$ cat config.mk
export PLATFORM = sky130hd
export DESIGN_NAME = rom_sequencer
export DESIGN_NICKNAME = d
export VERILOG_FILES = /design/src/rtl/rom_seq_pkg.sv /design/src/rtl/rom_seq_hold_counter.sv /design/src/rtl/rom_sequencer.sv
export SDC_FILE = /design/constraint.sdc
export NUM_CORES = 1
export LEC_CHECK = 0
export CORE_AREA = 2 2 51 53
export CTS_CLUSTER_DIAMETER = 40
export DETAILED_ROUTE_END_ITERATION = 10
export DIE_AREA = 0 0 53 55
export HOLD_SLACK_MARGIN = 0.03
export REMOVE_ABC_BUFFERS = 1
export SKIP_LAST_GASP = 1
export SYNTH_ARGS = -nofsm -noshare
export SYNTH_HDL_FRONTEND = slang
export SYNTH_SLANG_ARGS = --single-unit
$ cat constraint.sdc
create_clock -name clock -period 1.59 [get_ports clock]
set_input_delay 0.318 -clock clock [delete_from_list [all_inputs] [get_ports clock]]
set_output_delay 0.318 -clock clock [all_outputs]
set_load 0.02 [all_outputs]
$ cat src/rtl/rom_seq_pkg.sv
// rom_seq_pkg: shared field layout, widths and helpers for the ROM-driven
// microsequencer. Optional feature macro used by the top level:
// ROM_SEQ_STEP_STROBE_EN (adds a one-cycle `step` strobe output).
package rom_seq_pkg;

    // Field positions inside one 16-bit program word
    localparam int NEXT0_MSB = 15;
    localparam int NEXT0_LSB = 12;
    localparam int NEXT1_MSB = 11;
    localparam int NEXT1_LSB = 8;
    localparam int PAT_MSB   = 7;
    localparam int PAT_LSB   = 0;

    localparam int ADDR_W = 4;
    localparam int PAT_W  = 8;
    localparam int WORD_W = 16;

    // Clock cycles each output pattern is held for, unless overridden
    localparam int DEFAULT_HOLD_CYCLES = 10;

    typedef logic [ADDR_W-1:0] addr_t;
    typedef logic [PAT_W-1:0]  pat_t;
    typedef logic [WORD_W-1:0] word_t;

    // Successor address chosen by the branch condition: a plain field select,
    // no increment and no wrap handling is ever needed.
    function automatic addr_t selectNext(input word_t word, input logic condX);
        return condX ? word[NEXT1_MSB:NEXT1_LSB] : word[NEXT0_MSB:NEXT0_LSB];
    endfunction

    // Output pattern carried by a program word
    function automatic pat_t selectPattern(input word_t word);
        return word[PAT_MSB:PAT_LSB];
    endfunction

endpackage

$ cat src/rtl/rom_seq_hold_counter.sv
// rom_seq_hold_counter: free-running modulo-HOLD_CYCLES counter with async
// active-low reset. `last` is high while the count sits on its final value,
// which marks the next rising edge as a step edge for the sequencer.
module rom_seq_hold_counter
    import rom_seq_pkg::*;
#(
    parameter int HOLD_CYCLES = DEFAULT_HOLD_CYCLES
) (
    input  logic clock,
    input  logic reset_,
    output logic last
);

    // HOLD_CYCLES is at least 2, so the width is always at least one bit
    localparam int CNT_W = $clog2(HOLD_CYCLES);
    localparam logic [CNT_W-1:0] CNT_LAST = CNT_W'(HOLD_CYCLES - 1);

    logic [CNT_W-1:0] r_cnt;

    // Count 0..HOLD_CYCLES-1 and wrap; reset discards any partial count
    always_ff @(posedge clock or negedge reset_) begin
        if (!reset_) begin
            r_cnt <= '0;
        end else if (r_cnt == CNT_LAST) begin
            r_cnt <= '0;
        end else begin
            r_cnt <= r_cnt + CNT_W'(1);
        end
    end

    assign last = (r_cnt == CNT_LAST);

endmodule

$ cat src/rtl/rom_sequencer.sv
// rom_sequencer: steps through an external combinational 16-word program ROM.
// Every HOLD_CYCLES clocks the current word's pattern is registered onto
// z7_z0 and the address moves to one of the word's two successors, picked
// by `x`. Define ROM_SEQ_STEP_STROBE_EN to get a registered `step` strobe
// that is high in the cycle the new address/pattern appear.
module rom_sequencer
    import rom_seq_pkg::*;
#(
    parameter int HOLD_CYCLES = DEFAULT_HOLD_CYCLES
) (
    input  logic              clock,
    input  logic              reset_,
    input  logic              x,
    input  logic [WORD_W-1:0] d15_d0,
    output logic [ADDR_W-1:0] a3_a0,
    output logic [PAT_W-1:0]  z7_z0
`ifdef ROM_SEQ_STEP_STROBE_EN
    ,
    output logic              step
`endif
);

    logic  w_last;
    addr_t w_nextAddr;
    pat_t  w_nextPat;
    addr_t r_addr;
    pat_t  r_pat;

    rom_seq_hold_counter #(
        .HOLD_CYCLES (HOLD_CYCLES)
    ) u_holdCounter (
        .clock  (clock),
        .reset_ (reset_),
        .last   (w_last)
    );

    assign w_nextAddr = selectNext(d15_d0, x);
    assign w_nextPat  = selectPattern(d15_d0);

    // On the step edge latch the current word's pattern and jump to its successor
    always_ff @(posedge clock or negedge reset_) begin
        if (!reset_) begin
            r_addr <= '0;
            r_pat  <= '0;
        end else if (w_last) begin
            r_addr <= w_nextAddr;
            r_pat  <= w_nextPat;
        end
    end

    assign a3_a0 = r_addr;
    assign z7_z0 = r_pat;

`ifdef ROM_SEQ_STEP_STROBE_EN
    logic r_step;

    // Strobe lines up with the cycle in which the new address/pattern are visible
    always_ff @(posedge clock or negedge reset_) begin
        if (!reset_) begin
            r_step <= 1'b0;
        end else begin
            r_step <= w_last;
        end
    end

    assign step = r_step;
`endif

endmodule

==> summary.md, run 1 <==
Outcome
- result of the run: completed

Power and ir drop
- worst ir drop on vdd: 0.000553 V
- power share of the clock group: 31.8%
- leakage dissipation: 0.550 nW
- Internal: 0.645 mW
- proportion of power drawn by combinational gates: 15.9%
- switching power total: 0.183 mW
- net switching fraction of the power: 22.1%
- Power Density: 776 nW/µm²
- sequential share of power: 52.3%

Timing
- Final Max Tran Viols: 0
- final hold violation count: 0
- post-route clock period utilization: 83.2%
- RSZ-0062 raised after global routing: false
- final worst-path setup slack: 0.266 ns
- final total negative setup slack: 0 ns
- transition time at the pin with the least slew margin: 0.232 ns
- Worst Clk Skew: 0.00828 ns
- worst rel slew slack: 84.5%
- top achievable clock speed: 0.756 GHz
- Period minus WS final: 1.32 ns
- count of final setup violators: 0

Clocking
- H-Tree Depth: 1
- total clock buffers created by CTS: 3
- # clock sinks: 16
- number of hold buffers added after cts: 0
- Worst-Skew Late Latency: 0.29 ns
- setup bufs post-CTS: 0
- Clock Root Buffer: clkbuf_4
- number of buffers between clock root and the deepest sink: 2
- CTS tree: yes
- number of instances resized during post-cts repair: 2
- CTS clk-pin slew, worst paths: 0.09 ns

Drt
- detailed-router iteration count before antenna repair: 2
- routed wire length: 1250 µm
- average via count per standard cell: 4.44
- routed wire length per instance: 11.0 µm
- count of unresolved DRC violations after routing: 0
- Initial DRC Count: 4
- via total after detailed routing: 506
- post-route antenna net violation count: 0

Floorplan
- number of standard-cell rows in the floorplan: 18
- die area: 2920 µm²
- area of the core: 2360 µm²
- Die Span X: 53 µm
- die outline height: 55 µm
- initial core utilization: 28.7%
- # IOs: 31

Global route
- Overflow after GRT: 0
- antenna violations before repair: 0
- pin count of the biggest net entering global routing: 17
- global-route wire length before repair: 2000 µm
- overall routing resource usage: 10.1%
- number of global-route vias before repair: 496

Job
- max-cap violation count: 0

Placement
- global placer's final weighted congestion: 0.596
- worst-case setup slack after placement: 0.239 ns
- placed cell count: 110
- HPWL Detailed: 963 µm
- total of buffers placed on input and output ports: 30

Logic synthesis
- total number of yosys warnings: 0
- synthesized netlist cell count: 50
- most used standard cells in the synthesized netlist: 16 x dfrtp_1, 7 x mux2_2, 5 x nor2_1
- main area contributors after synthesis: dfrtp_1 59%, mux2_2 12%, mux2i_1 5.9%, mux2_4 4.4%, a21oi_1 3.0%
- number of flops mapped to enable cells by yosys: 0
- top flip-flop cell by instance count after synthesis: dfrtp_1
- mapped cell area: 678 µm²
- Yosys top cell area share: 59.0%
- number of unique standard cell types used by synthesis: 17
- number of storage elements in the synthesis netlist: 16
- fraction of registers with async set/reset: 100%
- leading cell type by number of instances after synthesis: dfrtp_1
- post-synth top area cell: dfrtp_1
- proportion of synthesized chip area in sequential cells: 59.0%
- Synth Area per Inst: 13.6 µm²

Setup path
- delay contributed by the slowest stage of the critical path: 0.42 ns
- CP Capture Type: flip-flop
- list of cells traversed by the critical path: and4bb_1 -> buf_4 -> mux2_2
- CP max stage cell: dfrtp_1
- worst-path maximum fanout: 6
- CP Data Required Time: 1.77 ns
- type of the setup path with the least slack: flip-flop to flip-flop
- startpoint kind of the worst setup timing path: flip-flop
- data arrival at the endpoint of the critical path: 1.50 ns

Hold path
- classification of the worst-slack hold path: primary input to async pin

Cells and area
- area growth from synthesis to layout: 57.4%
- fraction of final layout cells with drive strength greater than 1: 19.0%
- final standard cell count with taps included and fillers excluded: 114
- antenna diode count: 0
- number of nets in the layout: 104

## power by group through the flow
stage	clock network, mW	registers [mW]	logic [mW]
3_5_place_dp	0	0.443	0.139
4_1_cts	0.276	0.435	0.138
2_1_floorplan	0	0.465	0.0210
6_report	0.263	0.433	0.132
5_1_grt	0.294	0.436	0.141
3_3_place_gp	0	0.442	0.139
## kinds of logic (layout without fill, tap and decap cells)
| logic type | after synthesis | after routing | synth area share (%) |
|---|---|---|---|
| compound gates | 6 | 6 | 5.17 |
| flops | 16 | 16 | 59.0 |
| mux | 13 | 13 | 22.0 |
| simple gates | 9 | 9 | 7.01 |
| xor+xnor | 1 | 1 | 1.29 |
| buf+inv | 5 | 39 | 5.53 |
## critical path: cells and delay by family (launching register included)
| kind | cells | cell delay (ns) |
|---|---|---|
| buffers and inverters | 1 | 0.16 |
| DFF | 1 | 0.42 |
| muxes | 1 | 0.34 |
| and+or+nand+nor | 1 | 0.30 |
## per-stage QoR
stage          hold WS, ns  instance area [µm²]  total power [mW]  util, %
2_1_floorplan       0.0224                  648             0.486        -
3_3_place_gp         0.487                 1010             0.580     42.6
3_5_place_dp         0.492                 1010             0.582     42.6
4_1_cts              0.331                 1040             0.848     44.1
5_1_grt              0.346                 1070             0.871     45.1
6_report             0.332                 1070             0.828     45.1
## state kept, by name (all words and copies together) (netlist names)
signal,count
u_holdCounter.r_cnt,4
z7_z0,8
a3_a0,4
## cell usage in the layout (no fill, tap or decap)
cell	netlist	layout
clkdlybuf4s50_1	0	18
dfrtp_1	16	16
dlymetal6s2s_1	0	10
mux2_2	7	7
nor2_1	5	5
mux2i_1	4	4
a21oi_1	4	4
clkbuf_4	0	3
buf_4	0	3
inv_1	2	2
mux2_4	2	2
dlygate4sd2_1	0	2
nand2_1	1	1
xnor2_1	1	1
and2b_1	1	1
o21ai_0	1	1
nor3_1	1	1
a221o_1	1	1
and4bb_1	1	1
clkbuf_8	0	1
## routing by layer
layer / part of all wire [%] / global-route usage (%) / wire length (µm) / up-vias
li1: - / - / - / 244
met1: 38 / 9.11 / 476 / 235
met2: 49 / 17.9 / 608 / 22
met3: 11 / 5.38 / 137 / 5
met4: 2.2 / 6.41 / 27 / 0
met5: 0 / 0 / 0 / -
## area by class of cell
| class | count | area [µm²] |
|---|---|---|
| multi-input cells | 29 | 240 |
| repair buffers | 33 | 345 |
| fillers | 239 | 1300 |
| well taps | 30 | 37.5 |
| clock buffers | 4 | 36.3 |
| inverters | 2 | 7.51 |
| flip-flops and latches | 16 | 400 |
## path summary, 6_finish.rpt
check	cells after the start	to	start	slack, ns
hold reg to reg	1	u_holdCounter.r_cnt[0]	u_holdCounter.r_cnt[0]	0.50
max in group asynchronous	2	a3_a0[0]	reset_	1.07
setup / recovery	3	z7_z0[0]	u_holdCounter.r_cnt[2]	0.27
hold / removal	2	u_holdCounter.r_cnt[0]	reset_	0.33
setup reg to reg	3	z7_z0[0]	u_holdCounter.r_cnt[2]	0.27
min in group clock	1	u_holdCounter.r_cnt[0]	u_holdCounter.r_cnt[0]	0.50
Note: power is estimated with default switching activity, not from simulation.
==> run 2: changes to the inputs <==
Clock period 1.59 ns to 1.3 ns, I/O delays scaled along.
==> run 2 against run 1 <==
Net effect:
- sequential share of layout area shrank 0.43 points
- power increased by 22%
- non-clock buffer count grew 5
- routed wire length up 1.4%
- clock-buffer cell count unchanged
- register-to-register slack lost 0.23 ns
- clock power increased by 23%
- worst setup slack lost 0.23 ns
- die area stayed put
==> summary.md, run 2 (synthesis results as in run 1) <==
Cells and area
- number of flip-flops under the largest register name: 8
- area growth from synthesis to layout: 59.2%
- number of nets in the layout: 109
- fraction of final layout cells with drive strength greater than 1: 23.6%
- antenna diode count: 0
- leading cell types in the layout, fill and taps excluded: 18 x clkdlybuf4s50_1, 16 x dfrtp_1, 8 x dlygate4sd2_1
- most frequent standard cell in the layout excluding fill and tap cells: clkdlybuf4s50_1
- count of fill cells added during filler insertion: 235

Timing
- final hold violation count: 0
- final total negative setup slack: 0 ns
- count of final setup violators: 0
- top achievable clock speed: 0.790 GHz
- RSZ-0062 raised after global routing: true
- Period minus WS final: 1.27 ns
- worst rel slew slack: 85.4%
- Worst Clk Skew: 0.00283 ns
- Final Max Tran Viols: 0
- post-route clock period utilization: 97.4%
- transition time at the pin with the least slew margin: 0.218 ns

Global route
- number of global-route vias before repair: 499
- overall routing resource usage: 9.79%
- pin count of the biggest net entering global routing: 17
- antenna violations before repair: 0
- global-route wire length before repair: 1940 µm
- Overflow after GRT: 0

Power and ir drop
- switching power total: 0.227 mW
- leakage dissipation: 0.501 nW
- Power Density: 934 nW/µm²
- sequential share of power: 52.5%
- net switching fraction of the power: 22.5%
- Overall Power: 1.01 mW
- Internal: 0.781 mW
- worst ir drop on vdd: 0.000598 V
- proportion of power drawn by combinational gates: 15.3%
- power share of the clock group: 32.1%

Placement
- total of buffers placed on input and output ports: 30
- HPWL Detailed: 985 µm
- global placer's final weighted congestion: 0.595

Setup path
- delay contributed by the slowest stage of the critical path: 0.39 ns
- type of the setup path with the least slack: flip-flop to flip-flop
- CP Capture Type: flip-flop
- worst-path maximum fanout: 7
- list of cells traversed by the critical path: and4bb_1 -> buf_6 -> mux2_2
- CP Data Required Time: 1.48 ns
- CP max stage cell: dfrtp_1
- reg-to-reg slack, setup: 0.03 ns
- startpoint kind of the worst setup timing path: flip-flop
- data arrival at the endpoint of the critical path: 1.44 ns
- count of buffering cells on the critical path with inverters included: 1
- Worst path top cell family by delay: flip-flops

Drt
- routed wire length per instance: 10.6 µm
- post-route antenna net violation count: 0
- average via count per standard cell: 4.34
- detailed-router iteration count before antenna repair: 1
- routed wire length: 1270 µm
- via total after detailed routing: 516
- Initial DRC Count: 0
- count of unresolved DRC violations after routing: 0

Hold path
- classification of the worst-slack hold path: primary input to async pin

Clocking
- number of buffers between clock root and the deepest sink: 2
- total clock buffers created by CTS: 3
- # clock sinks: 16
- CTS tree: yes
- H-Tree Depth: 1
- Worst-Skew Late Latency: 0.28 ns
- Clock Root Buffer: clkbuf_4
- number of hold buffers added after cts: 0
- CTS clk-pin slew, worst paths: 0.09 ns

Floorplan
- die area: 2920 µm²
- initial core utilization: 28.7%
- area of the core: 2360 µm²
- Die Span X: 53 µm
- # IOs: 31
- number of standard-cell rows in the floorplan: 18
- die outline height: 55 µm

Job
- max-cap violation count: 0

Outcome
- result of the run: completed

## run 2: cell types whose count changed in the layout (fill, tap and decap cells not counted), sizes merged
cell / delta
clkdlybuf4s15: +4
dlygate4sd2: +6
buf: +5
dlymetal6s2s: -10
## run 2: power groups by stage
stage | combinational, mW | clock (mW) | sequential [mW]
6_report | 0.155 | 0.324 | 0.530
5_1_grt | 0.165 | 0.360 | 0.534
2_1_floorplan | 0.0257 | 0 | 0.568
4_1_cts | 0.155 | 0.339 | 0.530
3_5_place_dp | 0.171 | 0 | 0.541
3_3_place_gp | 0.169 | 0 | 0.540
## run 2: worst paths after layout
path                            endpoint  cells past startpoint                   start
worst min register to register  z7_z0[7]                      1                z7_z0[7]
worst min-delay path            z7_z0[5]                      2                  reset_
worst max-delay path            z7_z0[6]                      3  u_holdCounter.r_cnt[1]
worst max register to register  z7_z0[6]                      3  u_holdCounter.r_cnt[1]
min in group clock              z7_z0[7]                      1                z7_z0[7]
max in group asynchronous       a3_a0[1]                      2                  reset_
## run 2: metal layers
layer | vias up | GRT usage, % | share of wire (%)
li1 | 251 | - | -
met1 | 244 | 9.78 | 41
met2 | 19 | 16.5 | 48
met3 | 2 | 4.57 | 9.6
met4 | 0 | 6.41 | 1.4
met5 | - | 0 | 0
## run 2: worst reg2reg max path, cell delays in order (launching register included)
cell and delay, ns:
dfrtp_1 0.39, and4bb_1 0.30, buf_6 0.14, mux2_2 0.33
## run 2: area by class of cell
class,instances,area (µm²),share of cell area [%]
clock buffer,4,36.3,3.36
inverter,2,7.51,0.695
multi-input combinational,29,244,22.6
sequential,16,400,37.1
tap,30,37.5,3.48
timing repair buffer,38,354,32.8
## run 2: per-stage QoR
| stage | util (%) | setup WS [ns] | hold WS, ns | instances | instance area [µm²] |
|---|---|---|---|---|---|
| after detailed placement | 43.9 | -0.0121 | 0.496 | 114 | 1040 |
| after floorplan | - | -0.180 | -0.0356 | 47 | 648 |
| final | 45.7 | 0.0336 | 0.278 | 119 | 1080 |
| after global placement | 43.9 | 0.0333 | 0.491 | 114 | 1040 |
| after global routing | 45.7 | -0.0283 | 0.284 | 119 | 1080 |
| after CTS | 44.8 | 0.0170 | 0.275 | 118 | 1060 |
## run 2: timing repair
item,4_1_cts,5_1_grt
endpoints found under the hold margin,0,0
setup endpoints to repair,12,10
gates resized for setup,12,6
gates cloned,0,0
pin swaps,0,1
setup buffers,0,1
==> run 3: changes to the inputs <==
Settings changed: CTS_BUF_LIST from default to sky130_fd_sc_hd__clkbuf_2, CTS_CLUSTER_DIAMETER 40 to default, HOLD_SLACK_MARGIN 0.03 to default.
==> run 3 against run 2 <==
Net effect:
- power decreased by 10%
- core utilization decreased by 0.63 points
- clock-buffer cell count decreased by 1
- clock skew increased by 0.0032 ns
- first-iteration DRC count increased by 1
- non-clock buffer count unchanged
- clock power decreased by 33%
- largest cell class unchanged
- largest power group unchanged
==> summary.md, run 3 (synthesis results as in run 1) <==
Outcome
- result of the run: completed

Floorplan
- die area: 2920 µm²
- area of the core: 2360 µm²
- die outline height: 55 µm
- initial core utilization: 28.7%
- Die Span X: 53 µm
- number of standard-cell rows in the floorplan: 18
- # IOs: 31

Placement
- placed cell count: 114
- total of buffers placed on input and output ports: 30
- global placer's final weighted congestion: 0.595
- HPWL Detailed: 985 µm

Clocking
- CTS clk-pin slew, worst paths: 0.15 ns
- H-Tree Depth: 1
- number of hold buffers added after cts: 0
- # clock sinks: 16
- CTS tree: yes
- number of buffers between clock root and the deepest sink: 2
- Worst-Skew Late Latency: 0.28 ns
- Clock Root Buffer: clkbuf_2
- total clock buffers created by CTS: 3

Timing
- Final Max Tran Viols: 0
- final total negative setup slack: 0 ns
- transition time at the pin with the least slew margin: 0.218 ns
- RSZ-0062 raised after global routing: true
- final hold violation count: 0
- worst rel slew slack: 85.4%
- count of final setup violators: 0
- top achievable clock speed: 0.781 GHz
- Worst Clk Skew: 0.00608 ns
- Period minus WS final: 1.28 ns
- post-route clock period utilization: 98.5%

Drt
- routed wire length per instance: 10.5 µm
- count of unresolved DRC violations after routing: 0
- detailed-router iteration count before antenna repair: 2
- routed wire length: 1250 µm
- average via count per standard cell: 4.39
- via total after detailed routing: 522
- Initial DRC Count: 1
- post-route antenna net violation count: 0

Cells and area
- antenna diode count: 0
- leading cell types in the layout, fill and taps excluded: 18 x clkdlybuf4s50_1, 16 x dfrtp_1, 9 x clkdlybuf4s15_1
- final standard cell count with taps included and fillers excluded: 119
- most frequent standard cell in the layout excluding fill and tap cells: clkdlybuf4s50_1
- number of nets in the layout: 109
- area growth from synthesis to layout: 57.0%
- number of flip-flops under the largest register name: 8
- fraction of final layout cells with drive strength greater than 1: 25.8%

Power and ir drop
- Overall Power: 0.904 mW
- leakage dissipation: 0.498 nW
- power share of the clock group: 23.9%
- switching power total: 0.223 mW
- net switching fraction of the power: 24.7%
- Internal: 0.681 mW
- Power Density: 849 nW/µm²
- worst ir drop on vdd: 0.000522 V
- proportion of power drawn by combinational gates: 17.4%
- sequential share of power: 58.7%

Setup path
- type of the setup path with the least slack: flip-flop to flip-flop
- worst-path maximum fanout: 7
- CP Data Required Time: 1.49 ns
- startpoint kind of the worst setup timing path: flip-flop
- Critical path origin: u_holdCounter.r_cnt[1]
- Reg2Reg Depth: 3
- reg-to-reg startpoint: u_holdCounter.r_cnt[1]
- CP Capture Type: flip-flop
- data arrival at the endpoint of the critical path: 1.47 ns

Global route
- number of global-route vias before repair: 498
- global-route track usage on met2: 16.5%
- antenna violations before repair: 0
- grt met3 use: 4.57%
- Overflow after GRT: 0
- layer with the highest usage after global routing: met2
- global-route wire length before repair: 1920 µm
- overall routing resource usage: 9.44%
- pin count of the biggest net entering global routing: 17
- routing usage on met1: 9.78%

Job
- max-cap violation count: 0

Hold path
- classification of the worst-slack hold path: primary input to async pin

==> run 3: cell types whose count changed in the layout (fill, tap and decap cells not counted), sizes merged <==
cell,change
dlygate4sd2,-8
clkbuf,+2
clkinv,+1
clkdlybuf4s15,+5
==> run 3: timing repair <==
| item | in CTS | in global routing |
|---|---|---|
| hold endpoints to repair | 0 | 0 |
| resized for setup | 12 | 19 |
| pin swaps | 0 | 1 |
| setup buffers | 0 | 1 |
| setup endpoints to repair | 12 | 18 |
==> run 3: critical path, stage by stage (launching register included) <==
cell      delay (ns)
dfrtp_1         0.40
and4bb_1        0.30
buf_6           0.15
mux2_2          0.33
==> run 3: per-stage QoR <==
stage	setup slack, ns	utilization (%)	instance area, µm²	hold WS [ns]
global placement	0.0333	43.9	1040	0.491
CTS	0.00108	44.1	1040	0.251
floorplan	-0.180	-	648	-0.0356
detailed placement	-0.0121	43.9	1040	0.496
finish	0.0190	45.0	1060	0.265
global route	-0.0379	45.0	1060	0.253
==> run 3: worst paths after layout <==
check	endpoint	slack [ns]
min reg2reg	z7_z0[7]	0.53
min in group clock	z7_z0[7]	0.53
min	z7_z0[5]	0.26
max	z7_z0[0]	0.02
max reg2reg	z7_z0[0]	0.02
max in group asynchronous	a3_a0[1]	0.85
==> run 3: power groups by stage <==
stage / Sequential, mW / Clock [mW] / Combinational, mW
finish: 0.531 / 0.216 / 0.157
global route: 0.535 / 0.251 / 0.168
CTS: 0.531 / 0.231 / 0.155
detailed placement: 0.541 / 0 / 0.171
global placement: 0.540 / 0 / 0.169
floorplan: 0.568 / 0 / 0.0257
==> run 3: cell type report <==
| type | count | area, µm² |
|---|---|---|
| multi-input cells | 29 | 251 |
| fillers | 237 | 1300 |
| repair buffers | 38 | 349 |
| inverters | 2 | 7.51 |
| well taps | 30 | 37.5 |
| clock buffers | 3 | 15.0 |
| clock inverters | 1 | 3.75 |
| flip-flops and latches | 16 | 400 |
==> run 3: layer usage <==
metal  vias up  routed length [µm]  share of wire [%]
li1        249                   -                  -
met1       250                 508                 41
met2        21                 607                 49
met3         2                 121                9.7
met4         0                  10               0.80
met5         -                   0                  0
